File: src/rtl/data_cache_dm_pkg.sv
// Shared definitions for the direct-mapped data cache.
//   - default geometry (8 lines x 4 bytes, 8-bit byte address)
//   - controller state encoding (2 bits)
//   - line-store write command encoding
package data_cache_dm_pkg;

    localparam int unsigned DEF_NUM_BLOCKS  = 8;
    localparam int unsigned DEF_BLOCK_BYTES = 4;
    localparam int unsigned DEF_ADDR_W      = 8;
    localparam int unsigned BYTE_W          = 8;

    typedef enum logic [1:0] {
        StIdle      = 2'd0,
        StWriteback = 2'd1,
        StFetch     = 2'd2,
        StUpdate    = 2'd3
    } dcache_state_e;

    // One write port into the line store; only one of these can happen per cycle.
    typedef enum logic [1:0] {
        WrNone  = 2'd0,  // no update
        WrByte  = 2'd1,  // store hit: one byte, marks line dirty
        WrFill  = 2'd2,  // refill: whole line + tag, valid=1, dirty=0
        WrClean = 2'd3   // write-back accepted: dirty=0
    } line_wr_e;

    function automatic int unsigned tag_width(input int unsigned addr_w,
                                              input int unsigned num_blocks,
                                              input int unsigned block_bytes);
        return addr_w - $clog2(num_blocks) - $clog2(block_bytes);
    endfunction

endpackage

File: src/rtl/data_cache_dm_line_store.sv
// Valid/dirty/tag/data arrays for the direct-mapped data cache.
// Ports:
//   clk, rst_n  clock, async active-low reset (clears valid/dirty only)
//   idx         line selected for both the read and the write port
//   cmd         write command (none / byte / fill / clean)
//   offset      byte position within the line for WrByte
//   wr_byte     byte written by WrByte
//   wr_tag      tag stored by WrFill
//   wr_line     line stored by WrFill
//   valid, dirty, tag, line   combinational read of line idx
module data_cache_dm_line_store
    import data_cache_dm_pkg::*;
#(
    parameter int unsigned NUM_BLOCKS  = DEF_NUM_BLOCKS,
    parameter int unsigned BLOCK_BYTES = DEF_BLOCK_BYTES,
    parameter int unsigned TAG_W       = 3
) (
    input  logic                               clk,
    input  logic                               rst_n,
    input  logic [$clog2(NUM_BLOCKS)-1:0]      idx,
    input  line_wr_e                           cmd,
    input  logic [$clog2(BLOCK_BYTES)-1:0]     offset,
    input  logic [BYTE_W-1:0]                  wr_byte,
    input  logic [TAG_W-1:0]                   wr_tag,
    input  logic [BYTE_W*BLOCK_BYTES-1:0]      wr_line,
    output logic                               valid,
    output logic                               dirty,
    output logic [TAG_W-1:0]                   tag,
    output logic [BYTE_W*BLOCK_BYTES-1:0]      line
);

    logic [NUM_BLOCKS-1:0]             valid_q;
    logic [NUM_BLOCKS-1:0]             dirty_q;
    logic [TAG_W-1:0]                  tag_q  [NUM_BLOCKS];
    logic [BYTE_W*BLOCK_BYTES-1:0]     data_q [NUM_BLOCKS];

    always_ff @(posedge clk or negedge rst_n) begin
        if (!rst_n) begin
            valid_q <= '0;
            dirty_q <= '0;
        end else begin
            case (cmd)
                WrByte:  dirty_q[idx] <= 1'b1;
                WrFill: begin
                    valid_q[idx] <= 1'b1;
                    dirty_q[idx] <= 1'b0;
                end
                WrClean: dirty_q[idx] <= 1'b0;
                default: ;
            endcase
        end
    end

    // Tag and data contents survive reset; only the valid bits make them meaningful.
    always_ff @(posedge clk) begin
        case (cmd)
            WrByte: data_q[idx][BYTE_W*offset +: BYTE_W] <= wr_byte;
            WrFill: begin
                data_q[idx] <= wr_line;
                tag_q[idx]  <= wr_tag;
            end
            default: ;
        endcase
    end

    always_comb begin
        valid = valid_q[idx];
        dirty = dirty_q[idx];
        tag   = tag_q[idx];
        line  = data_q[idx];
    end

endmodule

File: src/rtl/data_cache_dm.sv
// Direct-mapped, write-back, write-allocate data cache.
// Ports:
//   CLK, RESET        clock, async active-low reset
//   READ, WRITE       CPU load/store requests (level, held until BUSYWAIT low)
//   ADDRESS           CPU byte address {tag, index, offset}
//   WRITEDATA         store byte
//   READDATA          load byte, valid when READ=1 and BUSYWAIT=0
//   BUSYWAIT          CPU stall
//   MEM_READ          block fetch request
//   MEM_WRITE         block write-back request
//   MEM_ADDRESS       block address {tag, index}
//   MEM_WRITEDATA     block being written back
//   MEM_READDATA      fetched block, valid when MEM_BUSYWAIT falls
//   MEM_BUSYWAIT      memory busy; a request completes on the first posedge it is low
module data_cache_dm
    import data_cache_dm_pkg::*;
#(
    parameter int unsigned NUM_BLOCKS  = DEF_NUM_BLOCKS,
    parameter int unsigned BLOCK_BYTES = DEF_BLOCK_BYTES,
    parameter int unsigned ADDR_W      = DEF_ADDR_W
) (
    input  logic                                  CLK,
    input  logic                                  RESET,
    input  logic                                  READ,
    input  logic                                  WRITE,
    input  logic [ADDR_W-1:0]                     ADDRESS,
    input  logic [BYTE_W-1:0]                     WRITEDATA,
    output logic [BYTE_W-1:0]                     READDATA,
    output logic                                  BUSYWAIT,
    output logic                                  MEM_READ,
    output logic                                  MEM_WRITE,
    output logic [ADDR_W-$clog2(BLOCK_BYTES)-1:0] MEM_ADDRESS,
    output logic [BYTE_W*BLOCK_BYTES-1:0]         MEM_WRITEDATA,
    input  logic [BYTE_W*BLOCK_BYTES-1:0]         MEM_READDATA,
    input  logic                                  MEM_BUSYWAIT
);

    localparam int unsigned OFFSET_W   = $clog2(BLOCK_BYTES);
    localparam int unsigned INDEX_W    = $clog2(NUM_BLOCKS);
    localparam int unsigned TAG_W      = tag_width(ADDR_W, NUM_BLOCKS, BLOCK_BYTES);
    localparam int unsigned BLK_ADDR_W = ADDR_W - OFFSET_W;
    localparam int unsigned LINE_W     = BYTE_W * BLOCK_BYTES;

    dcache_state_e           state_q, state_d;
    logic [BLK_ADDR_W-1:0]   miss_blk_q;  // {tag, index} of the miss being serviced
    logic [LINE_W-1:0]       fill_q;
    logic                    miss_start;
    logic                    fill_capture;

    logic [TAG_W-1:0]        req_tag;
    logic [INDEX_W-1:0]      req_idx;
    logic [OFFSET_W-1:0]     req_off;
    logic [TAG_W-1:0]        miss_tag;
    logic [INDEX_W-1:0]      miss_idx;
    logic [INDEX_W-1:0]      line_idx;

    logic                    line_valid;
    logic                    line_dirty;
    logic [TAG_W-1:0]        line_tag;
    logic [LINE_W-1:0]       line_data;
    line_wr_e                wr_cmd;

    logic                    req;
    logic                    hit;

    assign req_tag  = ADDRESS[ADDR_W-1 -: TAG_W];
    assign req_idx  = ADDRESS[OFFSET_W +: INDEX_W];
    assign req_off  = ADDRESS[OFFSET_W-1:0];
    assign miss_tag = miss_blk_q[BLK_ADDR_W-1 -: TAG_W];
    assign miss_idx = miss_blk_q[INDEX_W-1:0];

    // Outside IDLE the line under service is addressed from the latched miss, so a CPU
    // that drops or changes its request cannot disturb an in-flight transfer.
    assign line_idx = (state_q == StIdle) ? req_idx : miss_idx;

    assign req = READ | WRITE;
    assign hit = line_valid && (line_tag == req_tag);

    data_cache_dm_line_store #(
        .NUM_BLOCKS  (NUM_BLOCKS),
        .BLOCK_BYTES (BLOCK_BYTES),
        .TAG_W       (TAG_W)
    ) u_line_store (
        .clk     (CLK),
        .rst_n   (RESET),
        .idx     (line_idx),
        .cmd     (wr_cmd),
        .offset  (req_off),
        .wr_byte (WRITEDATA),
        .wr_tag  (miss_tag),
        .wr_line (fill_q),
        .valid   (line_valid),
        .dirty   (line_dirty),
        .tag     (line_tag),
        .line    (line_data)
    );

    always_ff @(posedge CLK or negedge RESET) begin
        if (!RESET) begin
            state_q    <= StIdle;
            miss_blk_q <= '0;
            fill_q     <= '0;
        end else begin
            state_q <= state_d;
            if (miss_start) begin
                miss_blk_q <= ADDRESS[ADDR_W-1:OFFSET_W];
            end
            if (fill_capture) begin
                fill_q <= MEM_READDATA;
            end
        end
    end

    always_comb begin
        state_d       = state_q;
        BUSYWAIT      = 1'b0;
        READDATA      = '0;
        MEM_READ      = 1'b0;
        MEM_WRITE     = 1'b0;
        MEM_ADDRESS   = miss_blk_q;
        MEM_WRITEDATA = line_data;
        wr_cmd        = WrNone;
        miss_start    = 1'b0;
        fill_capture  = 1'b0;

        case (state_q)
            StIdle: begin
                if (req && !hit) begin
                    BUSYWAIT   = 1'b1;
                    miss_start = 1'b1;
                    state_d    = (line_valid && line_dirty) ? StWriteback : StFetch;
                end else if (WRITE) begin
                    // READ and WRITE together behave as a store
                    wr_cmd = WrByte;
                end else if (READ) begin
                    READDATA = line_data[BYTE_W*req_off +: BYTE_W];
                end
            end
            StWriteback: begin
                BUSYWAIT    = 1'b1;
                MEM_WRITE   = 1'b1;
                MEM_ADDRESS = {line_tag, miss_idx};
                if (!MEM_BUSYWAIT) begin
                    wr_cmd  = WrClean;
                    state_d = StFetch;
                end
            end
            StFetch: begin
                BUSYWAIT = 1'b1;
                MEM_READ = 1'b1;
                if (!MEM_BUSYWAIT) begin
                    fill_capture = 1'b1;
                    state_d      = StUpdate;
                end
            end
            StUpdate: begin
                BUSYWAIT = 1'b1;
                wr_cmd   = WrFill;
                state_d  = StIdle;
            end
            default: state_d = StIdle;
        endcase
    end

endmodule

File: config.mk
export PLATFORM = sky130hd
export DESIGN_NAME = data_cache_dm
export DESIGN_NICKNAME = d
export VERILOG_FILES = /design/src/rtl/data_cache_dm_pkg.sv /design/src/rtl/data_cache_dm_line_store.sv /design/src/rtl/data_cache_dm.sv
export SDC_FILE = /design/constraint.sdc
export NUM_CORES = 1
export LEC_CHECK = 0
export BUFFER_PORTS_ARGS = -buffer_cell sky130_fd_sc_hd__buf_2
export CORE_MARGIN = 3
export CORE_UTILIZATION = 55
export CTS_BUF_LIST = sky130_fd_sc_hd__clkbuf_8
export DETAILED_ROUTE_END_ITERATION = 6
export MAX_ROUTING_LAYER = met4
export PLACE_DENSITY_LB_ADDON = 0.25
export SLEW_MARGIN = 10
export SYNTH_ARGS = -nofsm -noshare
export SYNTH_HDL_FRONTEND = slang
export SYNTH_SLANG_ARGS = --single-unit
File: constraint.sdc
create_clock -name CLK -period 5.4 [get_ports CLK]
set_input_delay 0 -clock CLK [delete_from_list [all_inputs] [get_ports CLK]]
set_output_delay 0 -clock CLK [all_outputs]
set_load 0.005 [all_outputs]
==> impl_metrics.csv <==
group,metric,value,unit
floorplan,fp.dieW,166,um
critical_path,startpoint,"state_q[1]",
cells_and_area,ff_latch_area,9810,um^2
global_route,busiest_layer,"met2",
timing,grt_setup_unrepaired,"no",
critical_path,path_buf_inv,4,
synthesis,synth_cell_types,64,
cells_and_area,diodes,0,
power,pwr-share-comb,0.402,
critical_path,cp.depth,11,
routing,drc,0,
critical_path,crit_arrival,4840,ps
global_route,track_usage,0.306,
power,p_per_area,608,nW/um^2
timing,worst_pin_slew,1450,ps
critical_path,regToRegSetupSlack,1120,ps
cts,cts_resized,0,
critical_path,crit_path_cell_trace,"inv_1 > ha_1 > mux2i_4 > buf_4 > nor2_2 > buf_4 > a222oi_1 > nand3_1 > mux4_2 > nor2b_1 > buf_2",
cts,numCtsBuffers,54,
timing,max-slew-margin-rel,0.0291,
global_route,grt_pass1_vias,9216,
routing,ant_nets,0,
power,leakagePower,5.83,nW
critical_path,worstPathMaxFanout,29,
power,power_frac_clock,0.218,
cts,cts_setup_buffers,0,
cells_and_area,drive_above_1_share,0.261,
synthesis,synth_compound_area_frac,0.147,
timing,setup-tns-final,0,ps
routing,routedWlPerCell,28.3,um
critical_path,crit_path_top_delay_cell,"mux2i_4",
synthesis,synth-edff-count,280,
synthesis,yosys.area_share.simple,0.0559,
floorplan,rows,57,
critical_path,worstSetupStartpointType,"flop",
floorplan,die_area,27400,um^2
synthesis,synth.most_common_cell,"edfxtp_1",
cts,cts_tree,"yes",
synthesis,synth-seq-cells,336,
cts,ctsHoldBuffers,43,
cts,clock_path_buffers,3,
timing,min_period_over_period,0.896,
synthesis,synthMuxAreaShare,0.0566,
synthesis,synth_nets,955,
floorplan,core-area,24700,um^2
cts,clock_sinks,336,
synthesis,synthFlopType,"edfxtp_1",
global_route,met2_usage,0.446,
routing,drt-pass1-iter-count,6,
synthesis,ys_warn_count,0,
critical_path,reg2reg_depth,9,
cells_and_area,syn2layout_area_growth,15.6,%
cells_and_area,num-fill-cells,1765,
run_status,outcome,"complete, no violations",
timing,hold_viol,0,
synthesis,synth_xor_area_frac,0,
timing,fmax,207,MHz
critical_path,critical-path-max-stage-delay,650,ps
synthesis,async_flop_share,0.167,
timing,setup_violations,0,
power,p_total,9.86,mW
routing,via_per_inst,6.61,
global_route,use_met3,0.0639,
power,p_int,6.01,mW
synthesis,avgSynthCellArea,15.7,um^2
critical_path,worstPathRequired,5400,ps
worst_hold_path,worstHoldPathType,"in2reg",
critical_path,critical_path_class,"reg2out",
critical_path,rr_startpoint,"state_q[1]",
synthesis,yosys.area.top_type,"edfxtp_1",
synthesis,ys_seq_area_frac,0.700,
synthesis,synth.area.top_cells,"edfxtp_1 (60%), dfrtp_1 (10%), a22o_1 (3.5%), mux2_2 (3.2%), a22oi_1 (2.9%)",
power,p_switching,3.85,mW
critical_path,worst_r2r_endpoint,"u_line_store.data_q[1][6]",
timing,period_needed,4840,ps
power,vdd_ir_drop_max,0.335,mV
placed_design,gp_congestion,0.941,
global_route,grt_pass1_wl,59200,um
timing,slew_violations,0,
worst_hold_path,hold_start,"WRITEDATA[0]",
global_route,grt_max_degree,57,
power,switching_share,0.390,
timing,fin_skew,28.2,ps
global_route,grt_use_met1,0.418,
routing,drt-initial-drc-count,1448,
global_route,grt-ovfl-total,0,
floorplan,dieHeight,166,um
placed_design,io_buffers,101,
synthesis,synth_top_family_by_area,"compound AO/OA/AOI/OAI gates",
placed_design,dp_hpwl,26100,um
routing,drt-total-wl,39800,um
critical_path,endpoint,"READDATA[0]",
synthesis,syn_inst,892,
cts,cts.htree.levels,2,
cts,path_clk_slew,70,ps
synthesis,synth_commonest_cells,"edfxtp_1 (280), a22o_1 (56), dfrtp_1 (56)",
synthesis,synth_top_area_frac,0.600,
routing,vias,9287,
synthesis,synth_fa_ha_area_frac,0.00893,
critical_path,crit_path_frequent_cell,"buf_4",
power,pwr-share-seq,0.380,
floorplan,start_util,0.568,
cts,clk_latency,600,ps
job,drv_cap,0,
global_route,grt_antenna_before_repair,0,
synthesis,synth_area,14000,um^2
timing,holdWs,18.1,ps
cells_and_area,final_nets,1099,
floorplan,num_io_pins,102,
cells_and_area,multi_input_area,3800,um^2
cts,clockRootBuffer,"clkbuf_8",
critical_path,cpLargestDelayFamily,"multiplexers",
critical_path,worstSetupEndpointType,"output pin",
==> power by group through the flow <==
| stage | sequential [mW] | clock [mW] | combinational, mW |
|---|---|---|---|
| after global placement | 3.77 | 0 | 3.78 |
| final | 3.74 | 2.15 | 3.96 |
| after CTS | 3.74 | 2.17 | 3.89 |
| after global routing | 3.78 | 2.28 | 4.16 |
| after detailed placement | 3.78 | 0 | 3.84 |
| after floorplan | 3.69 | 0 | 2.37 |
==> metrics by stage <==
step	worst slack (ps)	util	std cells	cell area, um^2
floorplan	2370	-	892	14000
global placement	1250	0.595	1261	14700
detailed placement	1200	0.595	1261	14700
CTS	571	0.656	1405	16200
global route	391	0.656	1405	16200
finish	559	0.656	1405	16200
==> flip-flops by register name, indices dropped and copies added (netlist names), named ones only <==
register              cells
u_line_store.valid_q      8
miss_blk_q                6
u_line_store.data_q     256
u_line_store.tag_q       24
state_q                   2
fill_q                   32
==> worst reg2reg max path, delay by kind of cell, from the launching register on <==
| kind | cells | cell delay (ps) |
|---|---|---|
| simple gates | 1 | 410 |
| buf+inv | 1 | 140 |
| compound gates | 4 | 1520 |
| fa+ha+maj | 1 | 640 |
| flops | 1 | 400 |
| mux | 2 | 810 |
==> final cells by class <==
| cell class | count | area share |
|---|---|---|
| repair buffers | 159 | 0.0647 |
| flip-flops and latches | 336 | 0.606 |
| clock inverters | 38 | 0.0128 |
| clock buffers | 63 | 0.0535 |
| multi-input cells | 469 | 0.235 |
| well taps | 324 | 0.0250 |
| inverters | 16 | 0.00371 |
==> layout by cell type, fill, tap and decap left out, types with 5 or more instances in the layout <==
master / instances
nand3_1: 27
inv_1: 21
nor2_1: 19
a221oi_1: 20
clkinv_2: 15
nor2_2: 5
nand3b_1: 6
and2_1: 6
a31o_1: 30
a32oi_1: 6
mux4_2: 8
buf_2: 101
and3_1: 5
a222oi_1: 29
dlygate4sd3_1: 43
a22oi_1: 55
nor2b_1: 9
mux2_2: 40
buf_4: 15
o21ai_0: 15
ha_1: 10
edfxtp_1: 280
a21oi_1: 6
dfrtp_1: 56
or2_2: 9
a22o_1: 56
mux2i_1: 11
nand2_1: 43
clkinv_1: 12
clkbuf_8: 63
==> layer usage <==
layer  wire, um  vias up
li1           -     3929
met1      15200     4606
met2      18000      638
met3       4690      114
met4       1900        0
met5          0        -
==> worst min-delay path by stage <==
| stage | endpoint | slack [ps] | depth (start not counted) |
|---|---|---|---|
| after floorplan | async pin | -300 | 0 |
| after global placement | miss_blk_q[5] | 200 | 2 |
| after detailed placement | miss_blk_q[5] | 210 | 2 |
| after CTS | miss_blk_q[0] | 7 | 3 |
| after global routing | miss_blk_q[0] | 50 | 3 |
| final | u_line_store.data_q[1][0] | 20 | 2 |
==> logic make-up (layout without fill, tap and decap cells) <==
logic type / after synthesis / count (layout)
buf+inv: 87 / 276
compound gates: 246 / 246
mux: 62 / 62
flops: 336 / 336
simple gates: 151 / 151
fa+ha+maj: 10 / 10
Note: power is estimated with default switching activity, not from simulation.
